`src/rtl/cntr_seq.sv`:
```
// -----------------------------------------------------------------------------
// cntr_seq -- programmable down-counter sequencer.
//
// Wraps an N-bit down-counter with start/stop control, one-shot or periodic
// (auto-reload) operation, a clock prescaler, a one-cycle terminal-count
// strobe and a sticky done flag. Used as the timing source for blocks that
// need a counted delay or a periodic tick.
//
// Parameters:
//   N      counter width in bits
//   PRESC  clock cycles per count step (>= 1)
//
// Ports:
//   clk       in   system clock, rising edge
//   n_reset   in   asynchronous active-low reset
//   start     in   start / restart a count (level, sampled each edge)
//   stop      in   abort a count, clear done (wins over start)
//   mode      in   0 = one-shot, 1 = periodic; latched on accepted start
//   load_val  in   start value; latched on accepted start
//   Q         out  current count (registered)
//   busy      out  high while counting
//   tc        out  one-cycle terminal-count strobe
//   done      out  high after a one-shot completes, until stop or start
//   err       out  one-cycle strobe: start rejected because load_val == 0
// -----------------------------------------------------------------------------
module cntr_seq #(
  parameter int N     = 4,
  parameter int PRESC = 1
) (
  input  logic         clk,
  input  logic         n_reset,
  input  logic         start,
  input  logic         stop,
  input  logic         mode,
  input  logic [N-1:0] load_val,
  output logic [N-1:0] Q,
  output logic         busy,
  output logic         tc,
  output logic         done,
  output logic         err
);

  // Prescaler is at least one bit wide even when PRESC == 1.
  localparam int PW = (PRESC > 1) ? $clog2(PRESC) : 1;
  localparam logic [PW-1:0] PRESC_MAX = PW'(PRESC - 1);

  typedef enum logic [1:0] {
    IDLE = 2'd0,
    RUN  = 2'd1,
    DONE = 2'd2
  } state_t;

  state_t        r_state,  w_state_nxt;
  logic [N-1:0]  r_q,      w_q_nxt;
  logic [N-1:0]  r_reload, w_reload_nxt;
  logic          r_mode,   w_mode_nxt;
  logic [PW-1:0] r_presc,  w_presc_nxt;
  logic          r_tc,     w_tc_nxt;
  logic          r_err,    w_err_nxt;

  // NOTE: sequential state uses non-blocking assignments so every register
  // samples the values from before this edge, independent of statement order.
  always_ff @(posedge clk or negedge n_reset) begin
    if (!n_reset) begin
      r_state  <= IDLE;
      r_q      <= '0;
      r_reload <= '0;
      r_mode   <= 1'b0;
      r_presc  <= '0;
      r_tc     <= 1'b0;
      r_err    <= 1'b0;
    end else begin
      r_state  <= w_state_nxt;
      r_q      <= w_q_nxt;
      r_reload <= w_reload_nxt;
      r_mode   <= w_mode_nxt;
      r_presc  <= w_presc_nxt;
      r_tc     <= w_tc_nxt;
      r_err    <= w_err_nxt;
    end
  end

  // Next-state logic. Priority: stop, then start, then counting.
  always_comb begin
    // NOTE: every signal gets a default before any branch, so no path can
    // leave a value unassigned and infer a latch.
    w_state_nxt  = r_state;
    w_q_nxt      = r_q;
    w_reload_nxt = r_reload;
    w_mode_nxt   = r_mode;
    w_presc_nxt  = r_presc;
    w_tc_nxt     = 1'b0;
    w_err_nxt    = 1'b0;

    if (stop) begin
      // Abort: Q freezes at its current value.
      w_state_nxt = IDLE;
      w_presc_nxt = '0;
    end else if (start) begin
      if (load_val == '0) begin
        // Rejected start consumes the edge: nothing moves, not even the
        // prescaler, so a running count is simply delayed by one cycle.
        w_err_nxt = 1'b1;
      end else begin
        w_state_nxt  = RUN;
        w_q_nxt      = load_val;
        w_reload_nxt = load_val;
        w_mode_nxt   = mode;
        w_presc_nxt  = '0;
      end
    end else if (r_state == RUN) begin
      if (r_presc == PRESC_MAX) begin
        w_presc_nxt = '0;
        if (r_q > N'(1)) begin
          w_q_nxt = r_q - N'(1);
        end else begin
          // Terminal step. Q is never 0 in RUN because a zero load is
          // rejected, so this branch is always the Q == 1 step.
          w_tc_nxt = 1'b1;
          if (r_mode) begin
            w_q_nxt = r_reload;
          end else begin
            w_q_nxt     = '0;
            w_state_nxt = DONE;
          end
        end
      end else begin
        w_presc_nxt = r_presc + PW'(1);
      end
    end
  end

  assign Q    = r_q;
  assign busy = (r_state == RUN);
  assign done = (r_state == DONE);
  assign tc   = r_tc;
  assign err  = r_err;

endmodule
```
`config.mk`:
```
export PLATFORM = sky130hd
export DESIGN_NAME = cntr_seq
export DESIGN_NICKNAME = d
export VERILOG_FILES = /design/src/rtl/cntr_seq.sv
export SDC_FILE = /design/constraint.sdc
export NUM_CORES = 1
export LEC_CHECK = 0
export ABC_AREA = 1
export CAP_MARGIN = 10
export CORE_MARGIN = 8
export CORE_UTILIZATION = 52
export DETAILED_ROUTE_END_ITERATION = 7
export GPL_TIMING_DRIVEN = 0
export MAX_ROUTING_LAYER = met4
export PLACE_DENSITY_LB_ADDON = 0.2
export SYNTH_ARGS = -nofsm -noshare
export SYNTH_HDL_FRONTEND = slang
export SYNTH_SLANG_ARGS = --single-unit
```
`constraint.sdc`:
```
create_clock -name clk -period 1.95 [get_ports clk]
set_input_delay 0.39 -clock clk [delete_from_list [all_inputs] [get_ports clk]]
set_output_delay 0.39 -clock clk [all_outputs]
set_load 0.05 [all_outputs]
```
==> out/qor.csv, run 1 <==
stage;metric;value;unit
worst_setup_path;cp_data_arrival_time;1.49;ns
sta;maxSlewViolCount;0;
worst_setup_path;cp-end-kind;output port;
detailed_routing;ant_nets;0;
floorplan;die_area;2950;µm²
layout;layout.nets;140;
floorplan;rows;14;
worst_setup_path;cp_cell_sequence;clkdlybuf4s50_1;
cts;clk_pin_slew;0.08;ns
worst_setup_path;worstReg2RegStart;Q[0];
run_status;outcome;finished clean;
sta;setup-tns-final;0;ns
floorplan;initial_utilization;53.1;%
worst_setup_path;r2r_cells;9;
detailed_routing;routed_via_density;5.00;
power_and_ir_drop;ir_drop;0.507;mV
power_and_ir_drop;clkPwrFrac;18.9;%
logic_synthesis;netlist_area;763;µm²
global_routing;grt_antenna_before_repair;0;
sta;period_needed;1.88;ns
global_routing;grt_usage;13.5;%
worst_setup_path;r2r_end;r_state[0];
layout;postLayoutCoreUtil;67.7;%
worst_setup_path;cp.depth;1;
cts;post_cts_buffers;0;
place;place_hpwl;1300;µm
layout;drive_above_1_share;7.81;%
cts;numCtsBuffers;3;
cts;root_buffer;clkbuf_4;
detailed_routing;dr.pass1.iters;4;
sta;rsz0062_at_grt;no;
logic_synthesis;syn_nets;119;
cts;clk_latency;0.27;ns
sta;fmax;532;MHz
cts;cts_tree;built;
worst_setup_path;crit_required;1.56;ns
sta;post-route-period-util;96.4;%
global_routing;grt_pass1_wl;2930;µm
power_and_ir_drop;seqPwrFrac;39.4;%
job;drv_cap;0;
power_and_ir_drop;p_leak;0.543;nW
sta;worst_pin_slew;0.586;ns
worst_setup_path;slowest_delay;0.82;ns
power_and_ir_drop;p_sw_share;41.3;%
worst_setup_path;worstPathMaxFanout;4;
power_and_ir_drop;p_comb_share;41.7;%
sta;finalClockSkew;0.00427;ns
worst_setup_path;startpoint;Q[2];
place;gp_congestion;0.838;
power_and_ir_drop;power.internal;0.517;mW
power_and_ir_drop;power_density;906;nW/µm²
floorplan;die_height;54.3;µm
logic_synthesis;synth-seq-cells;13;
cts;h-tree-depth;1;
worst_setup_path;worstSetupStartpointType;flip-flop;
detailed_routing;drt_iter0_markers;24;
detailed_routing;wl_per_cell;11.9;µm
power_and_ir_drop;p_switching;0.364;mW
global_routing;overflow;0;
logic_synthesis;synth.avg_cell_area;7.07;µm²
layout;num_antenna_cells;0;
global_routing;grt_pass1_vias;693;
logic_synthesis;seq_area_frac_synth;42.6;%
worst_setup_path;setup.worst_path.end;Q[2];
detailed_routing;wl;1710;µm
worst_setup_path;crit_buf_inv;1;
cts;clock_path_buffers;2;
detailed_routing;num_vias;720;
detailed_routing;drc_errors;0;
worst_setup_path;reg2reg_slack;0.52;ns
sta;setup_viol;0;
worst_setup_path;cp_top_family;buffers and inverters;
worst_hold_path;hold_class;in2async;
global_routing;grt_start_max_net_pins;14;
layout;area_growth_syn_to_layout;27.4;%
logic_synthesis;synth_cell_types;17;
logic_synthesis;synthCells;108;
cts;clock_sinks;13;
sta;finalHoldViolations;0;
floorplan;io_pins;17;
floorplan;core;1440;µm²
floorplan;die_width;54.3;µm
worst_setup_path;cp_slowest_cell;clkdlybuf4s50_1;
worst_setup_path;criticalPathCategory;reg2out;
sta;slew_headroom;60.8;%
logic_synthesis;yosys_warnings;0;
place;port_buffers;16;
synth_stat cells:
| cell type | count | area (µm²) |
|---|---|---|
| nor2_2 | 1 | 6.26 |
| nand2_1 | 36 | 135 |
| nand3_1 | 15 | 75.1 |
| buf_6 | 1 | 11.3 |
| dfrtp_1 | 13 | 325 |
| inv_2 | 1 | 3.75 |
| o21ai_0 | 1 | 5.00 |
| a21oi_1 | 4 | 20.0 |
| inv_1 | 14 | 52.6 |
| nor2_1 | 14 | 52.6 |
| o21ai_1 | 1 | 5.00 |
| nor2_4 | 1 | 11.3 |
| nand4_1 | 1 | 6.26 |
| a21oi_2 | 1 | 8.76 |
| nand2_4 | 1 | 11.3 |
| ha_1 | 2 | 25.0 |
| o21ai_2 | 1 | 8.76 |
layer usage:
metal / share of wire, % / wire, µm / up-vias / global-route usage (%)
met4: 0.70 / 12 / 0 / 3.69
met1: 45 / 772 / 310 / 17.0
met5: 0 / 0 / - / -
met2: 47 / 797 / 28 / 20.8
li1: - / - / 378 / -
met3: 7.3 / 125 / 4 / 3.53
registers in the layout (all words and copies together) (netlist names):
name,count
r_reload,4
Q,4
err,1
r_mode,1
tc,1
r_state,2
kinds of logic (layout without fill, tap and decap cells):
kind of cell	after synthesis	in the layout	share of synthesized area [%]
buf+inv	16	36	8.85
compound gates	8	8	6.23
flops	13	13	42.6
fa+ha+maj	2	2	3.28
simple gates	69	69	39.0
timing repair:
action,in CTS,in global routing
pin swaps,0,0
hold buffers,0,0
resized for setup,2,2
endpoints found under the setup margin,2,2
how the worst min path moves through the flow:
stage,slack [ns],start,end
global route,0.51,r_reload[3],r_reload[3]
global placement,0.46,r_reload[1],r_reload[1]
finish,0.48,n_reset,Q[3]
CTS,0.49,r_reload[2],r_reload[2]
floorplan,0.09,n_reset,Q[0]
detailed placement,0.47,r_reload[2],r_reload[2]
stage by stage:
step           power, mW  cell area [µm²]  std cells  hold WS [ns]  setup slack (ns)
6_report           0.881              972        144         0.484            0.0709
5_1_grt            0.947              972        144         0.514            0.0124
4_1_cts            0.893              967        144         0.487           0.00705
3_5_place_dp       0.727              943        140         0.465             0.195
3_3_place_gp       0.719              943        140         0.461             0.219
2_1_floorplan      0.608              763        108        0.0944             0.407
area by class of cell:
class	instances	area, µm²
Clock buffer	4	26.3
Tap cell	16	20.0
Multi-Input combinational cell	79	370
Buffer	1	11.3
Sequential cell	13	325
Inverter	15	56.3
Timing Repair Buffer	16	163
Fill cell	145	464
power groups by stage:
stage	clock, mW	sequential, mW	combinational, mW
after floorplan	0	0.425	0.183
after global placement	0	0.352	0.368
after detailed placement	0	0.353	0.374
after CTS	0.172	0.348	0.372
after global routing	0.182	0.355	0.410
final	0.166	0.347	0.368
layout by cell type, fill, tap and decap left out:
master and n:
o21ai_2 1, nand2_4 1, ha_1 2, nor2_2 1, clkdlybuf4s50_1 12, o21ai_1 1, a21oi_2 1, clkbuf_1 1
clkbuf_4 3, inv_1 14, dlymetal6s2s_1 2, a21oi_1 4, inv_2 1, nor2_1 14, nand3_1 15, dfrtp_1 13
buf_6 1, nand4_1 1, nor2_4 1, dlygate4sd2_1 2, nand2_1 36, o21ai_0 1
No activity file was read; power rests on OpenSTA's default activity.
==> run 2: changes to the inputs <==
CORE_MARGIN = unset   (was 8)
HOLD_SLACK_MARGIN = 0.1   (was unset)
==> out/qor.csv, run 2 (synthesis gave the netlist of run 1 again) <==
stage;metric;value;unit;change
global_routing;overflow;0;;unchanged
floorplan;initial_utilization;57.2;%;+4.1 points
detailed_routing;ant_nets;0;;unchanged
worst_setup_path;crit_buf_inv;1;;unchanged
cts;cts_resized;2;;unchanged
run_status;outcome;finished clean;;
sta;setup_slack;0.0463;ns;-0.0246 ns
worst_setup_path;cp_slowest_cell;clkdlybuf4s50_1;;
power_and_ir_drop;ir_drop;0.528;mV;+4.0%
sta;setup-tns-final;0;ns;unchanged
cts;ctsHoldBuffers;0;;unchanged
sta;worst_pin_slew;0.579;ns;-0.00646 ns
sta;post-route-period-util;97.6;%;+1.3 points
sta;slew_headroom;61.3;%;+0.43 points
layout;layout.cells.non_filler;143;;-0.69%
layout;area_growth_syn_to_layout;27.2;%;
place;dp_slack;0.215;ns;+0.0203 ns
floorplan;die_height;40.3;µm;-26%
worst_setup_path;worstPathMaxFanout;4;;unchanged
cts;clock_path_buffers;2;;unchanged
worst_hold_path;hold_class;in2async;;
place;placed_cells;139;;-0.71%
place;place_hpwl;1160;µm;-10%
sta;period_needed;1.90;ns;+0.0246 ns
detailed_routing;routed_via_density;5.16;;+3.2%
detailed_routing;wl_per_cell;11.1;µm;-6.6%
detailed_routing;dr.pass1.iters;4;;unchanged
place;port_buffers;16;;unchanged
power_and_ir_drop;p_leak;0.543;nW;unchanged
job;drv_cap;0;;unchanged
worst_setup_path;cp_cell_sequence;clkdlybuf4s50_1;;
cts;root_buffer;clkbuf_4;;
detailed_routing;wl_met2;757;µm;-5.0%
cts;clk_latency;0.28;ns;about the same
place;gp_congestion;0.872;;+4.1%
floorplan;die_width;40.3;µm;-26%
sta;setup_viol;0;;unchanged
worst_setup_path;worstSetupStartpointType;flip-flop;;
global_routing;grt_antenna_before_repair;0;;unchanged
floorplan;rows;13;;-1
detailed_routing;wl;1590;µm;-7.2%
cts;numCtsBuffers;3;;unchanged
cts;post_cts_buffers;0;;unchanged
global_routing;grt_pass1_wl;2580;µm;-12%
cts;h-tree-depth;1;;unchanged
layout;nFillCells;111;;-23%
layout;final_common_cell;nand2_1;;
worst_setup_path;cp-end-kind;output port;;
sta;rsz0062_at_grt;no;;
layout;layout.nets;140;;unchanged
global_routing;grt_start_max_net_pins;14;;unchanged
worst_setup_path;slowest_delay;0.82;ns;about the same
cts;clk_pin_slew;0.08;ns;about the same
worst_setup_path;criticalPathCategory;reg2out;;
detailed_routing;met1_length;722;µm;-6.5%
power_and_ir_drop;power_density;911;nW/µm²;+0.52%
sta;fmax;525;MHz;-1.3%
worst_setup_path;cp_data_arrival_time;1.51;ns;+0.02 ns
sta;maxSlewViolCount;0;;unchanged
cts;clock_sinks;13;;unchanged
global_routing;grt_pass1_vias;602;;-13%
layout;final_cell_mix;nand2_1, nand3_1, inv_1, nor2_1, dfrtp_1;;
worst_setup_path;crit_required;1.56;ns;about the same
detailed_routing;drt_iter0_markers;11;;-54%
layout;num_antenna_cells;0;;unchanged
detailed_routing;drc_errors;0;;unchanged
floorplan;core;1330;µm²;-7.1%
floorplan;die_area;1620;µm²;-45%
detailed_routing;num_vias;738;;+2.5%
floorplan;io_pins;17;;unchanged
cts;cts_tree;built;;
worst_setup_path;cp_top_family;buffers and inverters;;
sta;finalClockSkew;0.00693;ns;+0.00266 ns
global_routing;grt_usage;25.7;%;+12 points
detailed_routing;route.met3.wl;75;µm;-40%
detailed_routing;highest_layer;met4;;
sta;finalHoldViolations;0;;unchanged
layout;drive_above_1_share;7.81;%;unchanged
-- run 2: layout make-up --
class	instances	area, µm²	share of cell area (%)
Multi-Input combinational cell	79	370	38.1
Timing Repair Buffer	16	163	16.8
Inverter	15	56.3	5.80
Tap cell	15	18.8	1.93
Buffer	1	11.3	1.16
Clock buffer	4	26.3	2.71
Sequential cell	13	325	33.5
-- run 2: path summary, 6_finish.rpt --
kind,from,endpoint,slack [ns],cells after the start
max in group asynchronous,n_reset,r_state[1],1.09,1
worst min-delay path,n_reset,Q[3],0.47,1
worst max-delay path,Q[2],Q[2],0.05,1
worst max register to register,Q[0],r_state[1],0.53,9
worst min register to register,r_reload[2],r_reload[2],0.48,2
min in group clk,r_reload[2],r_reload[2],0.48,2
-- run 2: metal layers --
layer  vias up  track usage [%]
li1        379                -
met1       334             34.0
met5         -                -
met2        20             35.9
met3         5             6.67
met4         0             13.3
-- run 2: stage by stage --
stage	hold slack [ns]	power, mW	cell area (µm²)	util, %
3_5_place_dp	0.467	0.724	942	70.6
4_1_cts	0.485	0.894	966	72.4
2_1_floorplan	0.0944	0.608	763	-
5_1_grt	0.512	0.954	971	72.8
3_3_place_gp	0.460	0.715	942	70.6
6_report	0.471	0.884	971	72.8
-- run 2: report_power, final --
part	total (mW)	internal [mW]	switching, mW
clock	0.168	0.0795	0.0889
sequential	0.349	0.309	0.0397
combinational	0.367	0.129	0.238
total	0.884	0.517	0.367
